[src/rtl/evg_pkg.sv]
// rtl/evg_pkg.sv - shared 8b10b control codes, framer state type and checksum helper
package evg_pkg;

  localparam logic [7:0] K28_5     = 8'hBC;
  localparam logic [7:0] K28_0     = 8'h1C;
  localparam logic [7:0] K28_1     = 8'h3C;
  localparam logic [7:0] NULL_CODE = 8'h00;

  typedef enum logic [2:0] {
    IDLE,
    DATA,
    STOP,
    CHK_HI,
    CHK_LO
  } frm_state_t;

  // Ones-complement style trailer: receiver adds payload sum and checksum to get 0xFFFF.
  function automatic logic [15:0] dbuf_chk(input logic [15:0] sum);
    return 16'hFFFF - sum;
  endfunction

endpackage

[src/rtl/evg_dbuf_framer.sv]
// rtl/evg_dbuf_framer.sv - data-buffer frame FSM producing the byte-1 content of dbuf slots
module evg_dbuf_framer
  import evg_pkg::*;
#(
  parameter int DBUF_MAX = 255
) (
  input  logic       clk,
  input  logic       resetn,
  input  logic       phase,
  input  logic       tx_ready,
  input  logic       db_valid,
  input  logic [7:0] db_data,
  input  logic       db_last,
  output logic       db_ready,
  output logic [7:0] byte1,
  output logic       k1,
  output logic       err
);

  localparam logic [10:0] CNT_LAST = 11'(DBUF_MAX);

  frm_state_t  state, state_nxt;
  logic [15:0] sum, sum_nxt;
  logic [10:0] cnt, cnt_nxt;
  logic [15:0] chk;

  assign chk      = dbuf_chk(sum);
  assign db_ready = phase && tx_ready && (state == DATA);

  always_ff @(posedge clk) begin
    if (!resetn) begin
      state <= IDLE;
      sum   <= 16'h0000;
      cnt   <= 11'd0;
    end else begin
      state <= state_nxt;
      sum   <= sum_nxt;
      cnt   <= cnt_nxt;
    end
  end

  always_comb begin
    state_nxt = state;
    sum_nxt   = sum;
    cnt_nxt   = cnt;
    byte1     = NULL_CODE;
    k1        = 1'b0;
    err       = 1'b0;
    // Link loss aborts immediately, independent of slot phase.
    if (!tx_ready) begin
      state_nxt = IDLE;
      err       = (state != IDLE);
    end else if (phase) begin
      case (state)
        IDLE: begin
          if (db_valid) begin
            byte1     = K28_0;
            k1        = 1'b1;
            sum_nxt   = 16'h0000;
            cnt_nxt   = 11'd0;
            state_nxt = DATA;
          end
        end
        DATA: begin
          if (db_valid) begin
            byte1   = db_data;
            sum_nxt = sum + {8'h00, db_data};
            cnt_nxt = cnt + 11'd1;
            if (db_last || (cnt_nxt == CNT_LAST)) state_nxt = STOP;
          end else begin
            // Underrun: close the frame now; trailer covers bytes already sent.
            byte1     = K28_1;
            k1        = 1'b1;
            err       = 1'b1;
            state_nxt = CHK_HI;
          end
        end
        STOP: begin
          byte1     = K28_1;
          k1        = 1'b1;
          state_nxt = CHK_HI;
        end
        CHK_HI: begin
          byte1     = chk[15:8];
          state_nxt = CHK_LO;
        end
        CHK_LO: begin
          byte1     = chk[7:0];
          state_nxt = IDLE;
        end
        default: state_nxt = IDLE;
      endcase
    end
  end

endmodule

[src/rtl/evg_tx_framer.sv]
// rtl/evg_tx_framer.sv - EVG transmit framer: event/comma byte 0, dbus/dbuf byte 1, registered GTY words
module evg_tx_framer
  import evg_pkg::*;
#(
  parameter int COMMA_MAX = 64,
  parameter int DBUF_MAX  = 255
) (
  input  logic        txusrclk2_in,
  input  logic        resetn_in,
  input  logic        tx_ready_in,
  input  logic        ev_valid_in,
  output logic        ev_ready_out,
  input  logic [7:0]  ev_code_in,
  input  logic [7:0]  dbus_in,
  input  logic        db_valid_in,
  output logic        db_ready_out,
  input  logic [7:0]  db_data_in,
  input  logic        db_last_in,
  output logic [15:0] txdata_out,
  output logic [7:0]  txctrl2_out,
  output logic        db_err_out
);

  localparam logic [7:0] COMMA_LAST = 8'(COMMA_MAX - 1);

  logic       phase;
  logic [7:0] comma_cnt;
  logic       comma_due;
  logic       ev_accept;
  logic [7:0] byte0, byte1, fr_byte;
  logic       k0, k1, fr_k, fr_err;

  assign comma_due    = (comma_cnt == COMMA_LAST) || !tx_ready_in;
  assign ev_ready_out = resetn_in && !comma_due;
  assign ev_accept    = ev_valid_in && ev_ready_out;

  evg_dbuf_framer #(
    .DBUF_MAX(DBUF_MAX)
  ) u_dbuf (
    .clk     (txusrclk2_in),
    .resetn  (resetn_in),
    .phase   (phase),
    .tx_ready(tx_ready_in),
    .db_valid(db_valid_in),
    .db_data (db_data_in),
    .db_last (db_last_in),
    .db_ready(db_ready_out),
    .byte1   (fr_byte),
    .k1      (fr_k),
    .err     (fr_err)
  );

  always_comb begin
    byte0 = K28_5;
    k0    = 1'b1;
    if (ev_accept) begin
      byte0 = ev_code_in;
      k0    = 1'b0;
    end
    byte1 = phase ? fr_byte : dbus_in;
    k1    = phase ? fr_k : 1'b0;
  end

  always_ff @(posedge txusrclk2_in) begin
    if (!resetn_in) begin
      phase       <= 1'b0;
      comma_cnt   <= 8'd0;
      txdata_out  <= {NULL_CODE, K28_5};
      txctrl2_out <= 8'h01;
      db_err_out  <= 1'b0;
    end else begin
      phase       <= ~phase;
      // Any comma on byte 0, forced or idle, restarts the spacing count.
      comma_cnt   <= ev_accept ? comma_cnt + 8'd1 : 8'd0;
      txdata_out  <= {byte1, byte0};
      txctrl2_out <= {6'b000000, k1, k0};
      db_err_out  <= fr_err;
    end
  end

endmodule
[config.mk]
export PLATFORM = sky130hd
export DESIGN_NAME = evg_tx_framer
export DESIGN_NICKNAME = d
export VERILOG_FILES = /design/src/rtl/evg_pkg.sv /design/src/rtl/evg_dbuf_framer.sv /design/src/rtl/evg_tx_framer.sv
export SDC_FILE = /design/constraint.sdc
export NUM_CORES = 1
export LEC_CHECK = 0
export BUFFER_PORTS_ARGS = -buffer_cell sky130_fd_sc_hd__buf_2
export CORE_ASPECT_RATIO = 0.7
export CORE_MARGIN = 3
export CORE_UTILIZATION = 56
export DETAILED_ROUTE_END_ITERATION = 16
export PLACE_DENSITY = 0.8
export SLEW_MARGIN = 20
export SYNTH_ARGS = -nofsm -noshare
export SYNTH_HDL_FRONTEND = slang
export SYNTH_SLANG_ARGS = --single-unit
[constraint.sdc]
create_clock -name txusrclk2_in -period 2.3 [get_ports txusrclk2_in]
set_input_delay 0 -clock txusrclk2_in [delete_from_list [all_inputs] [get_ports txusrclk2_in]]
set_output_delay 0 -clock txusrclk2_in [all_outputs]
set_load 0.03 [all_outputs]
-- Word level (Yosys, flattened, before mapping)
Index checks and enable logic that the tools add are counted.
W data, S select, Z words.
- logic and storage cells: 63
- register bits after elaboration: 64
- add/sub/neg operators: 4
- eq/ne operators: 9
- mux-type cells: 22
- reduce and logical (&&, ||, !) cells: 16
- bitwise gates (word level): 1
- operator list (operator ; number):
    $pmux W8 S5 ; 1
    $mux W16 ; 2
    $pmux W16 S2 ; 1
    $mux W8 ; 3
    $mux W11 ; 2
    $pmux W11 S2 ; 1
    $add A16 B8 Y16 ; 1
    $sub A16 B16 Y16 const A ; 1
    $pmux W3 S4 ; 1
    $add A11 B1 Y11 const B ; 1
    $eq A11 B8 Y1 const B ; 1
    $mux W3 ; 3
    $add A8 B1 Y8 const B ; 1
    $eq A8 B6 Y1 const B ; 1
    $eq A3 B2 Y1 const B ; 2
    $mux W1 ; 6
    $reduce_and A3 Y1 ; 2
    $mux W5 ; 1
    $reduce_and A5 Y1 ; 1
    $logic_and A1 B1 Y1 ; 4
    $ne A2 B2 Y1 const B ; 2
    $reduce_and A2 Y1 ; 2
    $eq A3 B1 Y1 const B ; 1
    $eq A3 B3 Y1 const B ; 1
    8 further kinds ; 10

-- Longest topological paths before layout
- word-level depth: 6
- depth in mapped cells: 8
- mapped depth without buffers: 8

-- Cells and area by module
A second synthesis with hierarchy kept.
- cell total of the unflattened synthesis: 387
- area total of the unflattened synthesis: 3155.5 um^2
- modules (own cells, without submodules) (module ; area an instance (um^2) ; seq. area each (um^2) ; instances ; cells an instance):
    evg_dbuf_framer ; 2150.8 ; 600.6 ; 1 ; 294
    evg_tx_framer ; 1004.7 ; 560.5 ; 1 ; 93

-- Worst setup path after synthesis
Ideal clock, no wire load.
- path type: register to register
- start point: register u_dbuf.sum[0]
- end point: register u_dbuf.sum[14]
- required time: 2167 ps
- path slack: 254 ps
- cell stages (with the launch flop): 9
- data arrival time: 1913 ps
- path buffers: 0
- cells stage by stage: dfxtp_1 ha_1 fa_1 a211oi_2 o21ai_1 a221oi_4 nor4b_4 xnor2_1 nor2_1
- word-level cells in the longest chain between the ends: 3
- RTL lines (what ; RTL line ; source):
    from (decl) ; evg_dbuf_framer.sv:23 ; logic [15:0] sum, sum_nxt;
    from (signal assigned) ; evg_dbuf_framer.sv:37 ; sum <= sum_nxt;
    $add A16 B8 Y16 ; evg_dbuf_framer.sv:67 ; sum_nxt = sum + {8'h00, db_data};
    $mux W16 ; evg_dbuf_framer.sv:65 ; if (db_valid) begin
    $pmux W16 S2 ; evg_dbuf_framer.sv:54 ; case (state)
No other way between the ends. The select of a mux whose other input is x is not followed.
A chain may end at the register's enable or synchronous reset.

-- Final worst setup path
Same ends and word-level chain as after synthesis.

==> run summary <==
Status -> complete, no violations
Post-DP HPWL -> 5.46 mm
Power density cells -> 600 nW/um2
Worst-case reg-to-reg path depth -> 9
Total global routing overflow -> 0
Unrepaired setup endpoints after global routing -> false
DRC viols -> 0
Avg Cell Area, Syn -> 8.92 um2
Ys Warns -> 0
Htree depth -> 3
Worst setup path startpoint -> u_dbuf.sum[0]
Syn Inst Count -> 360
Cell area after layout -> 3880 um2
Largest net degree at the start of global routing -> 25
Worst-Skew Late Latency -> 0.34 ns
Antenna Violating Nets Remaining -> 0
Worst-margin pin slew -> 0.631 ns
Vias -> 2946
Initial antenna violation count -> 0
Top-area cell type share of the netlist area -> 36.2%
Diode count -> 0
Worst r2r src -> u_dbuf.sum[0]
Fmax -> 0.448 GHz
Die area -> 6690 um2
Synthesized cell area -> 3210 um2
Dpl cell area -> 3450 um2
Layout cell share with drive strength beyond 1 -> 22.9%
Die H -> 69.4 um
DRT Wirelength -> 8.20 mm
Ys flop type -> dfxtp_1
Synth cell types -> 71
IO Port Bufs -> 50
Via-per-instance ratio -> 5.79
Multi-input gate area -> 1870 um2
Total GRT Usage -> 25.2%
Clock Skew -> 0.00497 ns
Yosys reg bits -> 58
Leak -> 1.59 nW
Fin. Hold Viols -> 0
First-pass iteration count of the detailed router -> 5
TritonCTS buffer count -> 9
Rows -> 22
Minimum clock period -> 2.23 ns
Critical path capture point -> u_dbuf.sum[14]
Max cap viols -> 0
Sequential fraction of the synthesis area -> 36.2%
First-pass GRT wire length -> 13.1 mm
Die Wd -> 96.5 um
Commonest non-fill, non-tap cell in the layout -> dfxtp_1
Worst Path Max Fanout -> 3
Setup tns final -> 0 ns
CTS sink cnt -> 58
Synth area leader -> dfxtp_1
Worst setup SP type -> flip-flop
Vias in the first global route -> 2701
CTS Buffer Depth -> 2
Worst VDD drop -> 0.000263 V
Avg WL per Cell -> 16.1 um
Setup CP Type -> reg -> reg
Clock root buffer -> clkbuf_8
Async set-reset flop share out of synthesis -> 0%
Initial Utilization -> 59.5%
Flop2flop setup slack -> 0.07 ns
Io pins -> 57
CP endpoint kind -> flip-flop
Slew margin rel. -> 57.9%
Fillers -> 401
Register Area -> 1160 um2
Max-slew violation count -> 0
Most frequent cells in the layout -> dfxtp_1, buf_2, nor2_1
CP Data Required Time -> 2.51 ns
Tcrit/Tclk final -> 97.1%
Worst Hold Class -> in -> reg
Nets@finish -> 474
Ranking of synthesized cells by area -> dfxtp_1, ha_1, o21ai_0
Clock slew at reported path FFs -> 0.07 ns
Core box area -> 5400 um2
EDFF count, synth -> 0
Placer congestion estimate -> 0.963
CTS tree -> yes
# setup viols final -> 0
Arr. time, crit path -> 2.45 ns
Layout area overhead -> 21.0%
R2r endpoint -> u_dbuf.sum[14]
First DRT Iteration DRCs -> 327
-- registers in the layout (all words and copies together) (netlist names) --
name          cells
u_dbuf.state      3
phase             1
db_err_out        1
txctrl2_out       2
u_dbuf.cnt       11
comma_cnt         8
u_dbuf.sum       16
txdata_out       16
-- cell type report --
| type | instances | share of cell area [%] |
|---|---|---|
| multi-input combinational | 280 | 48.2 |
| clock buffer | 10 | 3.54 |
| sequential | 58 | 29.9 |
| timing repair buffer | 79 | 13.3 |
| inverter | 4 | 0.386 |
| tap | 72 | 2.32 |
| clock inverter | 6 | 2.29 |
-- where the power goes --
group / internal, mW / switching (mW) / total (mW)
combinational: 0.0947 / 0.144 / 0.239
clock: 0.640 / 0.424 / 1.06
sequential: 1.02 / 0.00607 / 1.03
-- worst max-delay path: stages (launching register included) --
cell and delay, ns:
dfxtp_1 0.33, ha_1 0.23, fa_2 0.39, a211oi_2 0.26, o21ai_1 0.15, a221oi_4 0.32, buf_4 0.19, nor4b_4 0.04
xnor2_1 0.15, nor2_1 0.05
-- timing repair --
action	in CTS	in global routing
resized for setup	0	1
buffers inserted	0	1
endpoints found under the setup margin	0	4
hold buffers	20	0
endpoints found under the hold margin	18	0
-- metal layers --
metal  vias to the layer above  GRT usage [%]  share of wire [%]
met3                        19           7.48                8.9
met2                       135           38.2                 46
met5                         -              0                  0
li1                       1433              -                  -
met1                      1359           34.4                 43
met4                         0           7.78                2.2
-- stage by stage --
stage | util (%) | setup slack, ns | std cells | power, mW | hold WS (ns)
finish | 72.0 | 0.0662 | 509 | 2.33 | 0.0248
global route | 72.0 | 0.0204 | 509 | 2.40 | 0.0173
CTS | 71.8 | 0.0325 | 508 | 2.34 | 0.00910
detailed placement | 63.9 | 0.0479 | 472 | 1.26 | 0.188
global placement | 63.9 | 0.133 | 472 | 1.25 | 0.187
floorplan | - | 0.254 | 365 | 1.20 | 0.107
-- cell families after synthesis --
family	count (synthesis)	share of synthesized area, %
and+or+nand+nor	145	26.1
AOI/OAI and AO/OA	97	21.1
DFF	58	36.2
buffers and inverters	27	6.15
xor gates and xnor gates	20	5.45
adders and majority gates	12	4.91
other	1	0.117
-- worst min path at each step --
stage | startpoint | endpoint | slack (ns) | depth (start not counted)
2_1_floorplan | ev_code_in[2] | txdata_out[2] | 0.11 | 1
3_3_place_gp | ev_code_in[3] | txdata_out[3] | 0.19 | 2
3_5_place_dp | ev_code_in[2] | txdata_out[2] | 0.19 | 2
4_1_cts | tx_ready_in | db_err_out | 0.009 | 3
5_1_grt | tx_ready_in | db_err_out | 0.02 | 3
6_report | tx_ready_in | db_err_out | 0.02 | 3
-- Yosys cell counts, drive strengths merged, types with 7 or more instances --
library cell	n
nor2b	14
xnor2	12
or2	7
dfxtp	58
and3	10
nand2	26
nor3	7
buf	15
nor2	31
nand3	16
xor2	8
ha	11
clkbuf	8
o21ai	27
a21oi	23
a21boi	8
No activity file was read; power rests on OpenSTA's default activity.
